### src/rtl/sm_from_tc_serial.sv
// Bit-serial two's-complement to sign-magnitude decoder.
// Negative operands are negated LSB-first: copy up to and including the first 1, then invert.
module sm_from_tc_serial #(
  parameter int WIDTH = 32
) (
  input  logic             clk,
  input  logic             clr,
  input  logic             start,
  input  logic [WIDTH-1:0] Ra,
  output logic             ready,
  output logic             done,
  output logic             sign,
  output logic [WIDTH-1:0] Rz,
  output logic             min_neg
);
  localparam int CW = (WIDTH > 2) ? $clog2(WIDTH) : 1;
  localparam logic [WIDTH-1:0] MIN_NEG = {1'b1, {(WIDTH-1){1'b0}}};

  typedef enum logic [1:0] {IDLE, SHIFT, DONE} state_t;

  state_t           state_q, state_d;
  logic [WIDTH-1:0] sr_q, sr_d;
  logic [CW-1:0]    cnt_q, cnt_d;
  logic             found_q, found_d;
  logic [WIDTH-1:0] rz_q, rz_d;
  logic             sign_q, sign_d;
  logic             min_neg_q, min_neg_d;

  logic             out_bit;
  logic [WIDTH-1:0] shifted;

  assign out_bit = found_q ? ~sr_q[0] : sr_q[0];
  assign shifted = {out_bit, sr_q[WIDTH-1:1]};

  always_comb begin
    state_d   = state_q;
    sr_d      = sr_q;
    cnt_d     = cnt_q;
    found_d   = found_q;
    rz_d      = rz_q;
    sign_d    = sign_q;
    min_neg_d = min_neg_q;
    unique case (state_q)
      IDLE: begin
        if (start) begin
          sr_d    = Ra;
          cnt_d   = '0;
          found_d = 1'b0;
          // Non-negative operands already are their own magnitude.
          if (!Ra[WIDTH-1]) begin
            rz_d      = Ra;
            sign_d    = 1'b0;
            min_neg_d = 1'b0;
            state_d   = DONE;
          end else begin
            state_d   = SHIFT;
          end
        end
      end
      SHIFT: begin
        sr_d    = shifted;
        found_d = found_q | sr_q[0];
        cnt_d   = cnt_q + CW'(1);
        if (cnt_q == CW'(WIDTH-1)) begin
          rz_d      = shifted;
          sign_d    = 1'b1;
          min_neg_d = (shifted == MIN_NEG);
          state_d   = DONE;
        end
      end
      DONE:    state_d = IDLE;
      default: state_d = IDLE;
    endcase
  end

  always_ff @(posedge clk) begin
    if (clr) begin
      state_q   <= IDLE;
      sr_q      <= '0;
      cnt_q     <= '0;
      found_q   <= 1'b0;
      rz_q      <= '0;
      sign_q    <= 1'b0;
      min_neg_q <= 1'b0;
    end else begin
      state_q   <= state_d;
      sr_q      <= sr_d;
      cnt_q     <= cnt_d;
      found_q   <= found_d;
      rz_q      <= rz_d;
      sign_q    <= sign_d;
      min_neg_q <= min_neg_d;
    end
  end

  assign ready   = (state_q == IDLE);
  assign done    = (state_q == DONE);
  assign Rz      = rz_q;
  assign sign    = sign_q;
  assign min_neg = min_neg_q;
endmodule
### config.mk
export PLATFORM = sky130hd
export DESIGN_NAME = sm_from_tc_serial
export DESIGN_NICKNAME = d
export VERILOG_FILES = /design/src/rtl/sm_from_tc_serial.sv
export SDC_FILE = /design/constraint.sdc
export NUM_CORES = 1
export LEC_CHECK = 0
export CELL_PAD_IN_SITES_DETAIL_PLACEMENT = 1
export CELL_PAD_IN_SITES_GLOBAL_PLACEMENT = 1
export CORE_UTILIZATION = 37
export DETAILED_ROUTE_END_ITERATION = 10
export PLACE_DENSITY = 0.84
export SYNTH_ARGS = -nofsm -noshare
export SYNTH_HDL_FRONTEND = slang
export SYNTH_SLANG_ARGS = --single-unit
### constraint.sdc
create_clock -name clk -period 2.05 [get_ports clk]
set_clock_uncertainty 0.1 [all_clocks]
set_input_delay 0.41 -clock clk [delete_from_list [all_inputs] [get_ports clk]]
set_output_delay 0.41 -clock clk [all_outputs]
set_load 0.01 [all_outputs]
==> results of run 1 <==
==> cell usage after synthesis, types with 3 or more instances <==
cell type | number | area share, %
nor3_1 | 3 | 0.50
nor4_1 | 7 | 1.4
nor2_1 | 78 | 9.7
a211oi_1 | 63 | 16
buf_2 | 12 | 2.0
buf_4 | 3 | 0.74
a21oi_1 | 5 | 0.83
mux2i_1 | 31 | 10
ha_1 | 3 | 1.2
clkbuf_1 | 10 | 1.2
a22oi_1 | 4 | 0.99
dfxtp_1 | 74 | 49
nand2_1 | 4 | 0.50
==> worst max-delay path, cell delays in order (launching register included) <==
cell and delay, ns:
dfxtp_4 0.43, nor2b_1 0.15, clkdlybuf4s50_1 0.53
==> state kept, by name, summed over array words and instances (netlist names) <==
signal / flops
found_q: 1
sr_q: 32
Rz: 32
sign: 1
min_neg: 1
cnt_q: 5
state_q: 2
==> power groups by stage <==
stage | logic [W] | clock network [W] | registers [W]
after detailed placement | 0.000614 | 0 | 0.00167
after global placement | 0.000590 | 0 | 0.00166
after floorplan | 0.000323 | 0 | 0.00166
after CTS | 0.000621 | 0.00102 | 0.00164
after global routing | 0.000666 | 0.00110 | 0.00165
final | 0.000612 | 0.00100 | 0.00163
==> worst paths after layout <==
kind                                              start  slack [ns]                   end
worst max register to register    cnt_q[1]$_SDFFE_PP0P_        0.11  min_neg$_SDFFE_PP0P_
worst min register to register      Rz[31]$_SDFFE_PP0P_        0.38   Rz[31]$_SDFFE_PP0P_
worst min-delay path                Rz[31]$_SDFFE_PP0P_        0.38   Rz[31]$_SDFFE_PP0P_
worst max-delay path            state_q[1]$_SDFFE_PP0P_         0.1                  done
==> cells by family after synthesis <==
logic type / count (synthesis) / share of synthesized area (%)
DFF: 74 / 49.0
and+or+nand+nor: 105 / 15.5
adders and majority gates: 3 / 1.24
AOI/OAI and AO/OA: 75 / 18.2
buffers and inverters: 30 / 5.09
muxes: 33 / 11.0
==> metrics by stage <==
| stage | setup TNS, ns | instances | hold slack [ns] | setup slack [ns] |
|---|---|---|---|---|
| global route | 0 | 491 | 0.397 | 0.0245 |
| CTS | 0 | 491 | 0.385 | 0.0173 |
| finish | 0 | 491 | 0.381 | 0.0971 |
| global placement | 0 | 476 | 0.349 | 0.0309 |
| floorplan | 0 | 320 | 0.354 | 0.288 |
| detailed placement | -0.146 | 476 | 0.375 | -0.0796 |
==> layer usage <==
layer / GRT usage, % / part of all wire (%) / vias up
met5: 0 / 0 / -
li1: - / - / 1287
met4: 6.90 / 1.1 / 0
met2: 33.1 / 50 / 53
met1: 23.3 / 46 / 1283
met3: 2.87 / 3.2 / 5
==> timing repair <==
item | 4_1_cts | 5_1_grt
endpoints found under the hold margin | 0 | 0
gates resized for setup | 1 | 2
pin swaps | 0 | 0
endpoints found under the setup margin | 1 | 3
==> layout make-up <==
type | count | area [sq um] | share of cell area, %
timing repair buffer | 82 | 873 | 21.5
inverter | 2 | 7.51 | 0.185
clock inverter | 2 | 12.5 | 0.308
sequential | 74 | 1490 | 36.6
clock buffer | 13 | 159 | 3.91
multi-input combinational | 216 | 1400 | 34.4
tap | 102 | 128 | 3.14
==> results.json, run 1 <==
{
  "clkPwrFrac_pct": 30.9,
  "hp-class": "flip-flop to flip-flop",
  "n_fill_cell": 896,
  "crit_type": "flip-flop to primary output",
  "dr.pass1.iters": 4,
  "num_antenna_cells": 0,
  "setup_viol": 0,
  "gr-usage-all-layers_pct": 18.9,
  "ff2ff_path_depth": 6,
  "crit_path_start_kind": "flip-flop",
  "syn-num-nets": 358,
  "ys.flop_type": "dfxtp_1",
  "fmax_ghz": 0.512,
  "io_pins": 71,
  "avgSynthCellArea_sq_um": 9.45,
  "hold_buffers": 0,
  "p_int_w": 0.00236,
  "clockRootBuffer": "clkbuf_8",
  "fin_util_pct": 52.1,
  "final_common_cell": "nor2_1",
  "period_needed_ns": 1.95,
  "fp.dieH_um": 92.4,
  "gp_congestion": 0.748,
  "port_buffers": 70,
  "cts.sinks": 74,
  "clk_pin_slew_ns": 0.07,
  "wirelength_um": 7750,
  "seqPwrFrac_pct": 50.3,
  "stdcell_area_sq_um": 4070,
  "ys_ff_latch": 74,
  "viasPerCell": 5.35,
  "ant_nets": 0,
  "drive_gt1_share_pct": 9.51,
  "slew_violations": 0,
  "timing.final.crit_share_pct": 95.3,
  "insertion_delay_ns": 0.33,
  "grt-ovfl-total": 0,
  "die_width_um": 92.4,
  "hold_path_depth": 2,
  "cts_made_buffers": 9,
  "grt_pass1_vias": 2682,
  "worst_slew_pin_slew_ns": 0.426,
  "netlist_instances": 320,
  "swShare_pct": 27.3,
  "num_vias": 2628,
  "drc": 0,
  "placed_area_sq_um": 3890,
  "antenna_found_initial": 0,
  "first_iter_violations": 49,
  "die_area_sq_um": 8540,
  "grt_first_pass_wirelength_um": 12700,
  "synth_seq_area_share_pct": 49.0,
  "synthArstFlopShare_pct": 0,
  "outcome": "finished, final reports clean",
  "clock_path_buffers": 2,
  "maxCapViolations": 0,
  "relSlewSlack_pct": 71.5,
  "core_area_sq_um": 7810,
  "dp_hpwl_um": 5570,
  "arrival_ns": 1.44,
  "nets": 423,
  "ir_drop_mv": 0.324,
  "ys_warn_count": 0,
  "mostFrequentLayoutCells": "nor2_1 (77), dfxtp_1 (72), clkdlybuf4s50_1 (69)",
  "synth_edf_count": 0,
  "wire_per_inst_um": 15.8,
  "h-tree-depth": 3,
  "finalHoldViolations": 0,
  "cts_setup_buffers": 0,
  "initial_core_util_pct": 38.7,
  "leakagePower_nw": 1.63,
  "syn_area_sq_um": 3020,
  "power_density_nw_per_um2": 799,
  "cp_max_fo": 10,
  "cts_tree": "done",
  "syn2layout_area_growth_pct": 34.5,
  "combPwrFrac_pct": 18.8,
  "end_kind": "primary output",
  "grt_max_degree": 39,
  "p_sw_w": 0.000887,
  "num_rows": 32,
  "required_ns": 1.54,
  "design_power_total_w": 0.00325,
  "synth_cell_types": 30,
  "rsz0062_at_grt": "no"
}
(Power assumes the default switching activity.)
==> inputs of run 2 (changes only) <==
- CAP_MARGIN: default -> 20
- TNS_END_PERCENT: default -> 50
==> results of run 2 <==
Same layout as run 1: the final DEF is identical, and so are final timing and power.
